### src/rtl/jogador_automatico_memoria.sv
// Automatic memory-game player: records the one-hot LEDs shown during the
// sequence preview and replays them on the game's buttons.
module jogador_automatico_memoria #(
    parameter int PRESS_CYCLES = 5,
    parameter int GAP_CYCLES   = 5,
    parameter int IDLE_CYCLES  = 100
) (
    input  logic       clock,
    input  logic       reset,
    input  logic       habilita,
    input  logic       iniciar,
    input  logic [3:0] leds,
    input  logic       pronto,
    output logic [3:0] botoes,
    output logic       jogar,
    output logic       ocupado,
    output logic [3:0] db_estado,
    output logic [4:0] db_contagem,
    output logic       db_erro
);

    localparam int HOLD_MAX = (PRESS_CYCLES > GAP_CYCLES) ? PRESS_CYCLES : GAP_CYCLES;
    localparam int IDLE_W   = $clog2(IDLE_CYCLES + 1);
    localparam int HOLD_W   = $clog2(HOLD_MAX + 1);

    localparam logic [IDLE_W-1:0] IDLE_LIM   = IDLE_W'(IDLE_CYCLES);
    localparam logic [HOLD_W-1:0] PRESS_LAST = HOLD_W'(PRESS_CYCLES - 1);
    localparam logic [HOLD_W-1:0] GAP_LAST   = HOLD_W'(GAP_CYCLES - 1);

    typedef enum logic [3:0] {
        INICIAL   = 4'd0,
        PEDE_JOGO = 4'd1,
        OBSERVA   = 4'd2,
        PRESSIONA = 4'd3,
        SOLTA     = 4'd4,
        FIM       = 4'd5
    } estado_t;

    estado_t           estado;
    logic [3:0]        buffer [16];
    logic [4:0]        cnt;
    logic [3:0]        idx;
    logic [IDLE_W-1:0] idle_cnt;
    logic [HOLD_W-1:0] hold_cnt;
    logic [3:0]        leds_q;

    logic       captura;
    logic       cheio;
    logic       grava;
    logic       fim_previa;
    logic       ultimo;
    logic [3:0] idx_prox;

    function automatic logic one_hot(input logic [3:0] v);
        return (v != 4'd0) && ((v & (v - 4'd1)) == 4'd0);
    endfunction

    assign captura  = (leds_q == 4'd0) && (leds != 4'd0);
    assign cheio    = cnt[4];
    assign grava    = habilita && !pronto && (estado == OBSERVA) &&
                      captura && one_hot(leds) && !cheio;
    // A lit LED in the threshold cycle is a new capture, not the end of the preview.
    assign fim_previa = (idle_cnt == IDLE_LIM) && (leds == 4'd0) && (cnt != 5'd0);
    assign ultimo     = (({1'b0, idx}) + 5'd1) == cnt;
    assign idx_prox   = idx + 4'd1;

    assign db_estado   = estado;
    assign db_contagem = cnt;

    always_ff @(posedge clock) begin
        if (grava) begin
            buffer[cnt[3:0]] <= leds;
        end
    end

    always_ff @(posedge clock or negedge reset) begin
        if (!reset) begin
            estado   <= INICIAL;
            cnt      <= '0;
            idx      <= '0;
            idle_cnt <= '0;
            hold_cnt <= '0;
            leds_q   <= '0;
            botoes   <= '0;
            jogar    <= 1'b0;
            ocupado  <= 1'b0;
            db_erro  <= 1'b0;
        end else begin
            leds_q <= leds;
            jogar  <= 1'b0;
            if (!habilita) begin
                estado  <= INICIAL;
                botoes  <= '0;
                ocupado <= 1'b0;
            end else if (pronto && (estado == OBSERVA || estado == PRESSIONA || estado == SOLTA)) begin
                estado  <= FIM;
                botoes  <= '0;
                ocupado <= 1'b0;
            end else begin
                case (estado)
                    INICIAL, FIM: begin
                        botoes  <= '0;
                        ocupado <= 1'b0;
                        if (iniciar) begin
                            estado  <= PEDE_JOGO;
                            jogar   <= 1'b1;
                            ocupado <= 1'b1;
                        end
                    end
                    PEDE_JOGO: begin
                        cnt      <= '0;
                        idle_cnt <= '0;
                        db_erro  <= 1'b0;
                        estado   <= OBSERVA;
                    end
                    OBSERVA: begin
                        if (captura) begin
                            if (one_hot(leds) && !cheio) begin
                                cnt <= cnt + 5'd1;
                            end else begin
                                db_erro <= 1'b1;
                            end
                        end
                        if (leds != 4'd0) begin
                            idle_cnt <= '0;
                        end else if (idle_cnt != IDLE_LIM) begin
                            idle_cnt <= idle_cnt + IDLE_W'(1);
                        end
                        if (fim_previa) begin
                            idx      <= '0;
                            hold_cnt <= '0;
                            botoes   <= buffer[0];
                            estado   <= PRESSIONA;
                        end
                    end
                    PRESSIONA: begin
                        if (hold_cnt == PRESS_LAST) begin
                            hold_cnt <= '0;
                            botoes   <= '0;
                            estado   <= SOLTA;
                        end else begin
                            hold_cnt <= hold_cnt + HOLD_W'(1);
                        end
                    end
                    SOLTA: begin
                        if (hold_cnt == GAP_LAST) begin
                            hold_cnt <= '0;
                            if (ultimo) begin
                                cnt      <= '0;
                                idle_cnt <= '0;
                                estado   <= OBSERVA;
                            end else begin
                                idx    <= idx_prox;
                                botoes <= buffer[idx_prox];
                                estado <= PRESSIONA;
                            end
                        end else begin
                            hold_cnt <= hold_cnt + HOLD_W'(1);
                        end
                    end
                    default: begin
                        estado  <= INICIAL;
                        botoes  <= '0;
                        ocupado <= 1'b0;
                    end
                endcase
            end
        end
    end

endmodule

### config.mk
export PLATFORM = sky130hd
export DESIGN_NAME = jogador_automatico_memoria
export DESIGN_NICKNAME = d
export VERILOG_FILES = /design/src/rtl/jogador_automatico_memoria.sv
export SDC_FILE = /design/constraint.sdc
export NUM_CORES = 1
export LEC_CHECK = 0
export CORE_ASPECT_RATIO = 2
export CORE_MARGIN = 2
export CORE_UTILIZATION = 60
export CTS_CLUSTER_DIAMETER = 30
export CTS_CLUSTER_SIZE = 8
export DETAILED_ROUTE_END_ITERATION = 10
export PLACE_DENSITY = 0.79
export SYNTH_ARGS = -nofsm -noshare
export SYNTH_HDL_FRONTEND = slang
export SYNTH_SLANG_ARGS = --single-unit
### constraint.sdc
create_clock -name clock -period 7.3 [get_ports clock]
set_input_delay 0.73 -clock clock [delete_from_list [all_inputs] [get_ports clock]]
set_output_delay 0.73 -clock clock [all_outputs]
set_load 0.005 [all_outputs]
== Word-level counts from Yosys, hierarchy flattened ==
Memory sizes are Yosys's and may differ from the RTL's.
Cells that the tools add are included.
Storage, ports and cells
  bits in latches: 0
  flip-flop bits (word level): 34
  bits in writable memories: 64
  bits of input ports: 9
  logic and storage cells: 122
  bits in read-only memories: 0
  memories: 1
  output and inout bits: 16
Cells by class
  div/mod/pow operators: 0
  multiplexer cells: 44
  order comparisons: 0
  $mul: 0
  equality and inequality tests: 24
  shifts and indexed selects: 0
  bitwise operators: 2
  add/subtract/negate cells: 6
  reduce and logical (&&, ||, !) cells: 35
Memories
  buffer: depth 16, bits a word 4, rd ports 2, clocked after Yosys merged registers in 0, write ports 1, RTL line 40  | logic [3:0] buffer [16];
Operators with widths (number)
  2-to-1 mux 4 bit: 15
  2-to-1 mux 7 bit: 4
  case mux 7 bit (3 select lines): 1
  2-to-1 mux 5 bit: 4
  case mux 4 bit (5 select lines): 1
  zero test 4 bit: 4
  case mux 4 bit (4 select lines): 1
  case mux 5 bit (3 select lines): 1
  AND reduction 6 bit: 2
  logical AND 1 bit: 11
  2-to-1 mux 1 bit: 11
  inequality test 2 bit, second input constant: 5
  AND reduction 5 bit: 2
  equality test 4 x 2 -> 1 bit, second input constant: 2
  equality test 4 x 3 -> 1 bit, second input constant: 2
  inequality test 4 x 2 -> 1 bit, second input constant: 2
  inequality test 4 x 3 -> 1 bit, second input constant: 2
  case mux 4 bit (2 select lines): 1
  AND reduction 4 bit: 2
  adder 7 x 1 -> 7 bit, second input constant: 1
  equality test 7 bit, second input constant: 1
  inequality test 7 bit, second input constant: 1
  AND reduction 7 bit: 1
  2-to-1 mux 3 bit: 2
  other kinds (24): 32

== Longest topological paths before layout ==
  word-level depth: 8
  mapped depth: 8
  depth with buffers taken out: 8

== Least setup slack after synthesis ==
Ideal clock, no wire load.
  path kind: input port to flip-flop
  from: in pronto
  to: mem buffer[2][0] (enable)
  data arrival time: 2.080 ns
  buffers on the path: 0
  required time: 6.939 ns
  setup slack: 4.859 ns
  stages: 6
  library setup time: 0.361 ns
  path through: inv_1 nand2_1 or4_1 nor3_2 nand2_1 nor3_1
On the way
  word-level cells in the longest chain between the ends: 8
Ends and longest elaborated chain
  from (decl): RTL line 13  | input logic pronto,
  zero test 1 bit: RTL line 60  | assign grava = habilita && !pronto && (estado == OBSERVA) &&
  logical AND 1 bit (3 in series): RTL line 60
  logical AND 1 bit (2 in series): RTL line 61  | captura && one_hot(leds) && !cheio;
  2-to-1 mux 1 bit: RTL line 71  | if (grava) begin
  2-to-1 mux 1 bit (not written as such): RTL line 72  | buffer[cnt[3:0]] <= leds;
  to (decl): RTL line 40
Every way passes these cells.

== Worst setup path after layout ==
  from: reg idx[0]
  to: reg idx[2]
On the way
  word-level cells in the longest chain between the ends: 4
  elaborated cells on any way between the ends: 8
  classes of those cells: 2 x add/sub; 2 x eq/ne; 3 x mux; 1 x reduce/logical
Ends and longest elaborated chain
  from (decl): RTL line 42  | logic [3:0] idx;
  from (signal assigned): RTL line 153  | idx <= idx_prox;
  adder 4 x 1 -> 5 bit or adder 4 x 1 -> 4 bit (tied branches): RTL line 64, 65
  equality test 5 bit or 2-to-1 mux 4 bit (tied branches): RTL line 64, 148
  inequality test 2 bit (no source line) or 2-to-1 mux 4 bit (tied branches)
  AND reduction 6 bit (no source line) or case mux 4 bit (2 select lines) (tied branches)
Parallel ways exist; a longest one is shown, timed or not. The select of a mux whose other input is x is not followed.
A chain may end at the register's enable or synchronous reset.

==> impl_metrics.yaml <==
yosys:
  ys_seq_area_share_pct: 59.56
  syn_nets: 365
  synth_common_cells: "edfxtp_1 (64), dfrtp_1 (33), nand2_1 (31), nor2_1 (27), o21ai_0 (15)"
  synthTopCellsByArea: "edfxtp_1 (42%), dfrtp_1 (18%), mux4_2 (6.8%)"
  synthArstFlopShare_pct: 34.02
  ys_seq_elements: 97
  yosys.area.top_type: "edfxtp_1"
  netlist_area_sq_um: 4613
  ys_warn_count: 0
  synthCells: 347
  synth-edff-count: 64
  syn_avg_cell_area_sq_um: 13.29
  ys.flop_type: "edfxtp_1"
  yosysMostFrequentCell: "edfxtp_1"
  synth.distinct_cells: 66
  synth_top_area_share_pct: 41.66
detailed_routing:
  via_per_inst: 6.433
  wl_per_cell_um: 22.48
  via_count: 3017
  drt-initial-drc-count: 281
  first_pass_iters: 4
  drc: 0
  ant_nets: 0
  totalWireLength_um: 10550
setup_path:
  r2r-end: "idx[2]$_DFFE_PN0P_"
  critPathKind: "reg2reg"
  reg2reg_from: "idx[0]$_DFFE_PN0P_"
  cp-start-kind: "flop"
  critPathMaxFanout: 18
  slowest_delay_ns: 0.92
  endpoint_kind: "flop"
  worst-path-stages: 7
  path_cells: "ha_1 > xnor2_1 > o211ai_1 > a211oi_1 > or3_1 > nor3b_1 > a221o_1"
  required_ns: 7.53
  rrSetupSlack_ns: 3.80
  cp_slowest_cell: "dfrtp_1"
  crit_arrival_ns: 3.72
  reg2regPathDepth: 7
  cp_top_family: "compound AO/OA/AOI/OAI gates"
  worst-path-buf-inv: 0
clock_tree:
  ctsHoldBuffers: 0
  cts_sinks: 97
  root_buffer: "clkbuf_16"
  cts_tree: "yes"
  numCtsBuffers: 9
  cts_buffer_depth: 2
  path_clk_slew_ns: 0.07
  htree_levels: 3
  clk_latency_ns: 0.34
  post_cts_resized: 0
  postCtsSetupBuffers: 0
timing:
  fin_setup_tns_ns: 0
  slew_headroom_pct: 36.50
  worst_slack_ns: 3.802
  setup_viol: 0
  hold_viol_final: 0
  fin_crit_sh_pct: 47.91
  slew_viol_final: 0
  clock_skew_ns: 0.005814
  worst_slew_pin_slew_ns: 0.9525
  min_period_ns: 3.498
  rsz0062_at_grt: "no"
  max_freq_mhz: 285.9
power_and_ir_drop:
  peakVddDrop_mv: 0.1881
  power_density_nw_per_um2: 286.4
  p_leak_nw: 1.787
grt:
  grt_pass1_wl_um: 16150
  grtUsageTotal_pct: 27.13
  grt_pass1_vias: 3014
  antenna_found_initial: 0
  grt_max_degree: 34
  overflow: 0
placed_design:
  port_buffers: 23
  gp_routability_congestion: 0.8492
  preCtsSetupSlack_ns: 3.438
  hpwl_um: 7599
die:
  start_util_pct: 61.14
  placementRows: 45
  dieArea_sq_um: 8448
  die_w_um: 66
  ios: 25
  fp.dieH_um: 128.0
  core-area_sq_um: 7545
job:
  drv_cap: 0
layout:
  antennaDiodeCount: 0
  layout-drive-gt1-share_pct: 12.27
  layout.nets: 388
  fillers: 547
  areaGrowthSynthToFinish_pct: 12.64
worst_hold_path:
  hp-start: "botoes[3]$_DFFE_PN0P_"
  hold_depth: 2
  hp-class: "reg2reg"
  worstHoldEndpoint: "botoes[3]$_DFFE_PN0P_"
run_status:
  run_status: "finished clean"
final cells by class:
type	instances	area, sq um	share of cell area, %
flip-flops and latches	97	2748	52.88
repair buffers	25	245.2	4.719
inverters	14	53.80	1.035
clock buffers	11	232.7	4.479
multi-input cells	223	1737	33.42
clock inverters	5	62.56	1.204
well taps	94	117.6	2.263
where the power goes:
part | leakage (nW) | internal, W | switching (W)
combinational | 0.633 | 0.000144 | 0.000193
clock | 0.137 | 0.000268 | 0.000202
sequential | 1.02 | 0.000618 | 0.0000629
worst register-to-register path: cells and delay by family (launching register included):
kind | cells | cell delay [ns]
compound gates | 3 | 1.05
xor+xnor | 1 | 0.23
fa+ha+maj | 1 | 0.91
flops | 1 | 0.92
simple gates | 2 | 0.28
routing by layer:
metal / vias up / wire length (um) / GRT usage, %
li1: 1373 / - / -
met1: 1510 / 3577 / 27.99
met2: 102 / 6134 / 50.33
met3: 32 / 391 / 4.565
met4: 0 / 442 / 14.41
met5: - / 0 / 0
how the worst max path moves through the flow:
stage	start	slack (ns)	endpoint
floorplan	pronto	4.86	buffer[2][0]$_DFFE_PP_
global placement	leds[3]	3.59	buffer[3][1]$_DFFE_PP_
detailed placement	leds[3]	3.44	buffer[3][3]$_DFFE_PP_
CTS	idx[0]$_DFFE_PN0P_	3.79	idx[2]$_DFFE_PN0P_
global route	leds[1]	3.58	buffer[3][3]$_DFFE_PP_
finish	idx[0]$_DFFE_PN0P_	3.80	idx[2]$_DFFE_PN0P_
stage by stage:
| step | hold WS, ns | total power [W] | utilization (%) | area [sq um] | std cells |
|---|---|---|---|---|---|
| global placement | 0.4719 | 0.001016 | 64.96 | 4901 | 453 |
| finish | 0.4840 | 0.001488 | 68.87 | 5196 | 469 |
| global route | 0.5206 | 0.001549 | 68.87 | 5196 | 469 |
| CTS | 0.4925 | 0.001489 | 68.87 | 5196 | 469 |
| floorplan | 0.4344 | 0.0008904 | - | 4613 | 347 |
| detailed placement | 0.4776 | 0.001025 | 64.96 | 4901 | 453 |
logic make-up (layout without fill, tap and decap cells):
family                   count (synthesis)  in the layout  synth area share, %
flip-flops                              97             97                59.56
buffers and inverters                   27             55                2.794
AO/OA/AOI/OAI                           66             66                10.47
adder cells (fa/ha/maj)                  9              9                2.441
other                                    1              1              0.08129
multiplexers                            27             27                10.39
XOR/XNOR                                 8              8                1.817
AND/OR/NAND/NOR                        112            112                12.45
layout by cell type, fill, tap and decap left out, drive strengths merged, types with 2 or more instances in the layout:
cell type	synthesis	final
a211oi	2	2
a21oi	7	7
a221o	2	2
a31o	2	2
a31oi	6	6
and3	4	4
buf	10	2
clkbuf	3	11
clkdlybuf4s50	0	23
clkinvlp	0	2
dfrtp	33	33
edfxtp	64	64
ha	9	9
inv	13	15
mux2i	10	10
mux4	16	16
nand2	31	31
nand2b	4	4
nand3	8	8
nand4	3	3
nor2	28	28
nor2b	2	2
nor3	13	13
nor3b	3	3
nor4	2	2
nor4b	3	3
o211ai	3	3
o21a	2	2
o21ai	21	21
o22ai	6	6
o311ai	2	2
o31ai	2	2
o41ai	2	2
or2	2	2
or3b	2	2
or4	4	4
xnor2	3	3
xor2	4	4
registers in the layout, summed over array words and instances, names as in the netlist:
| name | count |
|---|---|
| idx | 4 |
| buffer | 64 |
| db_erro | 1 |
| db_contagem | 5 |
| db_estado | 3 |
| ocupado | 1 |
| hold_cnt | 3 |
| idle_cnt | 7 |
| jogar | 1 |
| leds_q | 4 |
| botoes | 4 |
No activity file was read; power rests on OpenSTA's default activity.
==> RTL change 1, RTL diff (same settings) <==
Set the parameter `PRESS_CYCLES` to 6 (it was 5).
--- a/src/rtl/jogador_automatico_memoria.sv
+++ b/src/rtl/jogador_automatico_memoria.sv
@@ -3,3 +3,3 @@
 module jogador_automatico_memoria #(
-    parameter int PRESS_CYCLES = 5,
+    parameter int PRESS_CYCLES = 6,
     parameter int GAP_CYCLES   = 5,
Function: same outputs for any inputs over 10 cycles, from zero or initial values and one cycle with reset low; that may be too few to reach the edited logic, so the function may still have changed.
==> RTL change 1 against the unedited design <==
Cell area fell by 0.58%; synthesized area decreased by 0.92%; sequential cell count is the same; total power is 3.0% lower; count of clock-buffer cells in the layout unchanged; sequential share of layout area is 0.31 points higher; fmax about the same; largest power group unchanged; setup slack got worse by 0.0018 ns; wire length decreased by 7.2%.
==> RTL change 1: results (changes against the unedited design) <==
[outcome]
status = complete, no violations  ; unchanged

[clock_network]
root_buffer = clkbuf_16  ; unchanged
htree_levels = 3  ; unchanged
cts_buffers = 9  ; unchanged
path_clk_slew_ns = 0.06

[sta]
slew_headroom_pct = 45.0  ; was 36.5%
finalSetupTns_ns = 0  ; unchanged
fin_skew_ns = 0.00828  ; was 0.00581 ns

[global_route]
track_usage_pct = 25.7  ; was 27.1%
antenna_found_initial = 0  ; unchanged
grt_pass1_wl_mm = 15.8  ; was 16.1 mm
grt_pass1_vias = 3049  ; was 3014
grt_max_degree = 34  ; unchanged

[route]
routed_wirelength_mm = 9.79  ; was 10.5 mm
via_per_inst = 6.52  ; was 6.43
first_pass_iters = 6  ; was 4
drtIter0Drc = 245  ; was 281

[setup_path]
reg2reg_depth = 8  ; was 7
rr_endpoint = db_contagem[2]$_DFFE_PN0P_  ; was idx[2]$_DFFE_PN0P_
max_stage_delay_ns = 0.83  ; was 0.92 ns
r2r_slack_ns = 4.04  ; was 3.80 ns
r2r-start = idx[0]$_DFFE_PN0P_  ; unchanged
cp.arrival_ns = 3.48  ; was 3.72 ns
slowest_stage = clkdlybuf4s50_1  ; was dfrtp_1
cp_max_fo = 21  ; was 18
critPathTopFamily = simple AND/OR/NAND/NOR gates  ; was compound AO/OA/AOI/OAI gates

[place]
gp_congestion = 0.857  ; was 0.849
dp_hpwl_mm = 6.63  ; was 7.60 mm

[synthesis]
yosysSeqAreaShare_pct = 60.1  ; was 59.6%
synth_cell_types = 58  ; was 66
synth_area_leaders = edfxtp_1 42%, dfrtp_1 18%, mux4_2 7.9%  ; was edfxtp_1 42%, dfrtp_1 18%, mux4_2 6.8%
synth_nets = 367  ; was 365
synthTopCellsByCount = 64 x edfxtp_1, 33 x dfrtp_1, 30 x nand2_1, 30 x nor2_1, 22 x o21ai_0  ; was 64 x edfxtp_1, 33 x dfrtp_1, 31 x nand2_1, 27 x nor2_1, 15 x o21ai_0
synth_warnings = 0  ; unchanged

[power]
power.leakage_nw = 1.84  ; was 1.79 nW
irDropWorstVdd_mv = 0.286  ; was 0.188 mV

[finish]
drive_gt1_share_pct = 10.4  ; was 12.3%
largest_reg_flops = 64  ; unchanged
fillers = 502  ; was 547
final_nets = 389  ; was 388

[hold_path]
whs_endpoint = idle_cnt[0]$_DFFE_PN0P_  ; was botoes[3]$_DFFE_PN0P_
worst_hold_path.num_cells = 1  ; was 2
hold_start = idle_cnt[0]$_DFFE_PN0P_  ; was botoes[3]$_DFFE_PN0P_

RTL change 1: area by class of cell:
cell class                 instances  area, sq um  area share [%]
sequential                        97         2750            53.2
multi-input combinational        223         1700            32.9
timing repair buffer              25          245            4.75
clock buffer                      11          243            4.70
tap                               94          118            2.28
clock inverter                     5         61.3            1.19
inverter                          14         52.6            1.02
RTL change 1: per-stage QoR:
stage / instances / setup WS (ns) / hold slack, ns / instance area [sq um]
after floorplan: 348 / 4.75 / 0.434 / 4570
after global placement: 453 / 3.72 / 0.491 / 4860
after detailed placement: 453 / 3.58 / 0.498 / 4860
after CTS: 469 / 3.92 / 0.525 / 5170
after global routing: 469 / 3.43 / 0.546 / 5170
final: 469 / 3.80 / 0.518 / 5170
RTL change 1: logic make-up (layout without fill, tap and decap cells):
kind of cell / after synthesis / in the layout / synth area share (%)
AND/OR/NAND/NOR: 114 / 114 / 12.5
buffers and inverters: 28 / 55 / 2.71
flip-flops: 97 / 97 / 60.1
multiplexers: 27 / 27 / 10.3
XOR/XNOR: 7 / 7 / 2.05
other: 1 / 1 / 0.0820
adder cells (fa/ha/maj): 10 / 10 / 2.74
AO/OA/AOI/OAI: 64 / 64 / 9.44
RTL change 1: worst register-to-register path, stage by stage (launching register included):
cell and delay [ns]:
dfrtp_1 0.37, buf_4 0.24, ha_1 0.88, xor2_1 0.17
a211oi_1 0.28, nand2_1 0.09, o31a_1 0.42, or2_1 0.35
a221o_1 0.36
RTL change 1: worst max path at each step:
stage / to / depth (start not counted) / from / slack, ns
global placement: botoes[3]$_DFFE_PN0P_ / 7 / leds[1] / 3.72
CTS: botoes[3]$_DFFE_PN0P_ / 7 / leds[3] / 3.92
detailed placement: buffer[3][1]$_DFFE_PP_ / 6 / leds[2] / 3.58
floorplan: idle_cnt[3]$_DFFE_PN0P_ / 6 / leds[0] / 4.75
global route: buffer[3][1]$_DFFE_PP_ / 6 / leds[2] / 3.43
finish: buffer[3][1]$_DFFE_PP_ / 6 / leds[2] / 3.80
RTL change 1: metal layers:
| layer | vias up | wire, microns | track usage (%) |
|---|---|---|---|
| met5 | - | 0 | 0 |
| met4 | 0 | 376 | 11.5 |
| met3 | 35 | 559 | 4.23 |
| met2 | 157 | 5050 | 42.0 |
| met1 | 1506 | 3810 | 33.5 |
| li1 | 1361 | - | - |
RTL change 1: report_power, final:
part	internal (mW)	switching (mW)	total, mW
clock network	0.278	0.194	0.472
registers	0.617	0.0593	0.676
logic	0.133	0.163	0.296
total	1.03	0.416	1.44
==> RTL change 2, RTL diff (config.mk and constraints unchanged) <==
Without the edit above. Make the reset (`reset`) synchronous in one clocked block.
--- a/src/rtl/jogador_automatico_memoria.sv
+++ b/src/rtl/jogador_automatico_memoria.sv
@@ -75,3 +75,3 @@
 
-    always_ff @(posedge clock or negedge reset) begin
+    always_ff @(posedge clock) begin
         if (!reset) begin
Formal check against the unedited RTL: differs if reset is asserted again (counterexample within 4 cycles, from zero or initial values and one cycle with reset low); with reset held inactive, the same outputs for 10 cycles.
==> RTL change 2 against the unedited design <==
Sequential cell count did not move; critical endpoint is now buffer[0][3]$_DFFE_PP_; sequential share of layout area fell by 4.0 points; clock skew about the same; setup slack got worse by 0.064 ns; register-to-register slack improved by 0.27 ns; critical path depth decreased by 1; synthesized area rose by 1.4%; largest cell class unchanged; highest routed layer unchanged; first-iteration DRC count up 20%; wire length rose by 1.4%; critical path type is now input pin to flop; hold slack worse by 0.0031 ns; cell area is 1.8% higher.
Power is not compared: it rests on default switching activity, and its combinational part moved more than twofold at a synthesized area within 25%.
==> RTL change 2: results (changes against the unedited design) <==
[outcome]
status = complete, no violations  ; unchanged

[synthesis]
yosysSeqAreaShare_pct = 55.2  ; was 59.6%
synth_nets = 415  ; was 365
synth_warnings = 0  ; unchanged
async_reset_ff_share_pct = 0  ; was 34.0%
synth_area_leaders = edfxtp_1 41%, dfxtp_1 14%, mux4_2 7.7%  ; was edfxtp_1 42%, dfrtp_1 18%, mux4_2 6.8%
synthTopCellsByCount = 64 x edfxtp_1, 33 x dfxtp_1, 30 x nand2_1, 26 x a21oi_1, 26 x nor2_1  ; was 64 x edfxtp_1, 33 x dfrtp_1, 31 x nand2_1, 27 x nor2_1, 15 x o21ai_0
synth_flop_cell = edfxtp_1  ; unchanged
synth_cell_types = 59  ; was 66
synth_edf_count = 64  ; unchanged

[global_route]
grt_pass1_wl_mm = 16.9  ; was 16.1 mm
antenna_found_initial = 0  ; unchanged
grt_max_degree = 22  ; was 34
grt_pass1_vias = 3330  ; was 3014
track_usage_pct = 27.0  ; was 27.1%

[clock_network]
htree_levels = 3  ; unchanged
path_clk_slew_ns = 0.07  ; about the same
clockBufferDepth = 2  ; unchanged
root_buffer = clkbuf_16  ; unchanged
cts_buffers = 9  ; unchanged
cts_resized = 0  ; unchanged
post-cts-setup-buffers = 0  ; unchanged
clk_latency_ns = 0.35

[power]
power.leakage_nw = 1.72
irDropWorstVdd_mv = 0.189

[finish]
fillers = 569  ; was 547
final_nets = 430  ; was 388
largest_reg_flops = 64  ; unchanged
drive_gt1_share_pct = 8.63  ; was 12.3%
diodes = 0  ; unchanged

[hold_path]
worst_hold_path.num_cells = 2  ; unchanged
worstHoldPathType = flop to flop  ; unchanged

[place]
dp_hpwl_mm = 7.72  ; was 7.60 mm
io_buffers = 23  ; unchanged
gp_congestion = 0.906  ; was 0.849

[route]
first_pass_iters = 5  ; was 4
via_per_inst = 6.53  ; was 6.43
wl_per_cell_microns = 20.9  ; was 22.5 microns
drtIter0Drc = 336  ; was 281

[setup_path]
reg2reg_depth = 7  ; unchanged
max_stage_delay_ns = 0.96  ; was 0.92 ns
cp_max_fo = 21  ; was 18
slowest_stage = clkdlybuf4s50_1  ; was dfrtp_1
critPathTopFamily = simple AND/OR/NAND/NOR gates  ; was compound AO/OA/AOI/OAI gates
cp.arrival_ns = 3.54  ; was 3.72 ns

[sta]
slew_headroom_pct = 42.9  ; was 36.5%
fin_skew_ns = 0.00583  ; was 0.00581 ns

RTL change 2: changes by cell type after synthesis, moves of 7 or more:
cell / before / now
a21oi_1: 7 / 26
clkbuf_1: 3 / 13
dfrtp_1: 33 / 0
dfxtp_1: 0 / 33
nand3b_1: 0 / 7
o31ai_1: 1 / 8
RTL change 2: final cells by class:
type	count	area, sq um	area share (%)
Clock buffer	9	225	4.26
Multi-Input combinational cell	262	1930	36.6
Clock inverter	7	116	2.20
Sequential cell	97	2580	48.8
Inverter	16	60.1	1.14
Tap cell	94	118	2.22
Timing Repair Buffer	26	253	4.78
RTL change 2: path summary, 6_finish.rpt:
path / start / endpoint / slack (ns)
worst max-delay path: leds[0] / buffer[0][3]$_DFFE_PP_ / 3.74
worst min register to register: botoes[2]$_SDFFE_PP0P_ / botoes[2]$_SDFFE_PP0P_ / 0.48
worst min-delay path: botoes[2]$_SDFFE_PP0P_ / botoes[2]$_SDFFE_PP0P_ / 0.48
worst max register to register: idx[0]$_SDFFE_PN0P_ / botoes[3]$_SDFFE_PP0P_ / 4.07
RTL change 2: stage by stage:
step	setup WS (ns)	instances	hold WS, ns	area, sq um	util [%]
2_1_floorplan	4.81	397	0.462	4680	-
3_3_place_gp	3.56	495	0.469	4950	65.1
3_5_place_dp	3.41	495	0.471	4950	65.1
4_1_cts	3.75	511	0.481	5290	69.6
5_1_grt	3.48	511	0.516	5290	69.6
6_report	3.74	511	0.481	5290	69.6
RTL change 2: layer usage:
metal,wire length [microns],track usage [%]
met1,3760,28.2
met2,5980,49.3
met3,482,5.07
met4,471,14.4
met5,0,0
RTL change 2: logic make-up (layout without fill, tap and decap cells):
family | count (synthesis) | after routing | synth area share (%)
compound gates | 89 | 89 | 12.3
xor+xnor | 10 | 10 | 2.46
fa+ha+maj | 9 | 9 | 2.41
buf+inv | 38 | 58 | 3.43
flops | 97 | 97 | 55.2
mux | 20 | 20 | 8.56
other cells | 1 | 1 | 0.0802
simple gates | 133 | 133 | 15.5
RTL change 2: worst min-delay path, stage by stage (launching register included):
cell	delay [ns]
dfxtp_1	0.32
inv_1	0.05
a221oi_1	0.06
RTL change 2: power by group:
part           internal, mW  switching [mW]
Clock                 0.334           0.199
Sequential            0.587         0.00322
Combinational        0.0162          0.0270
Total                 0.938           0.229
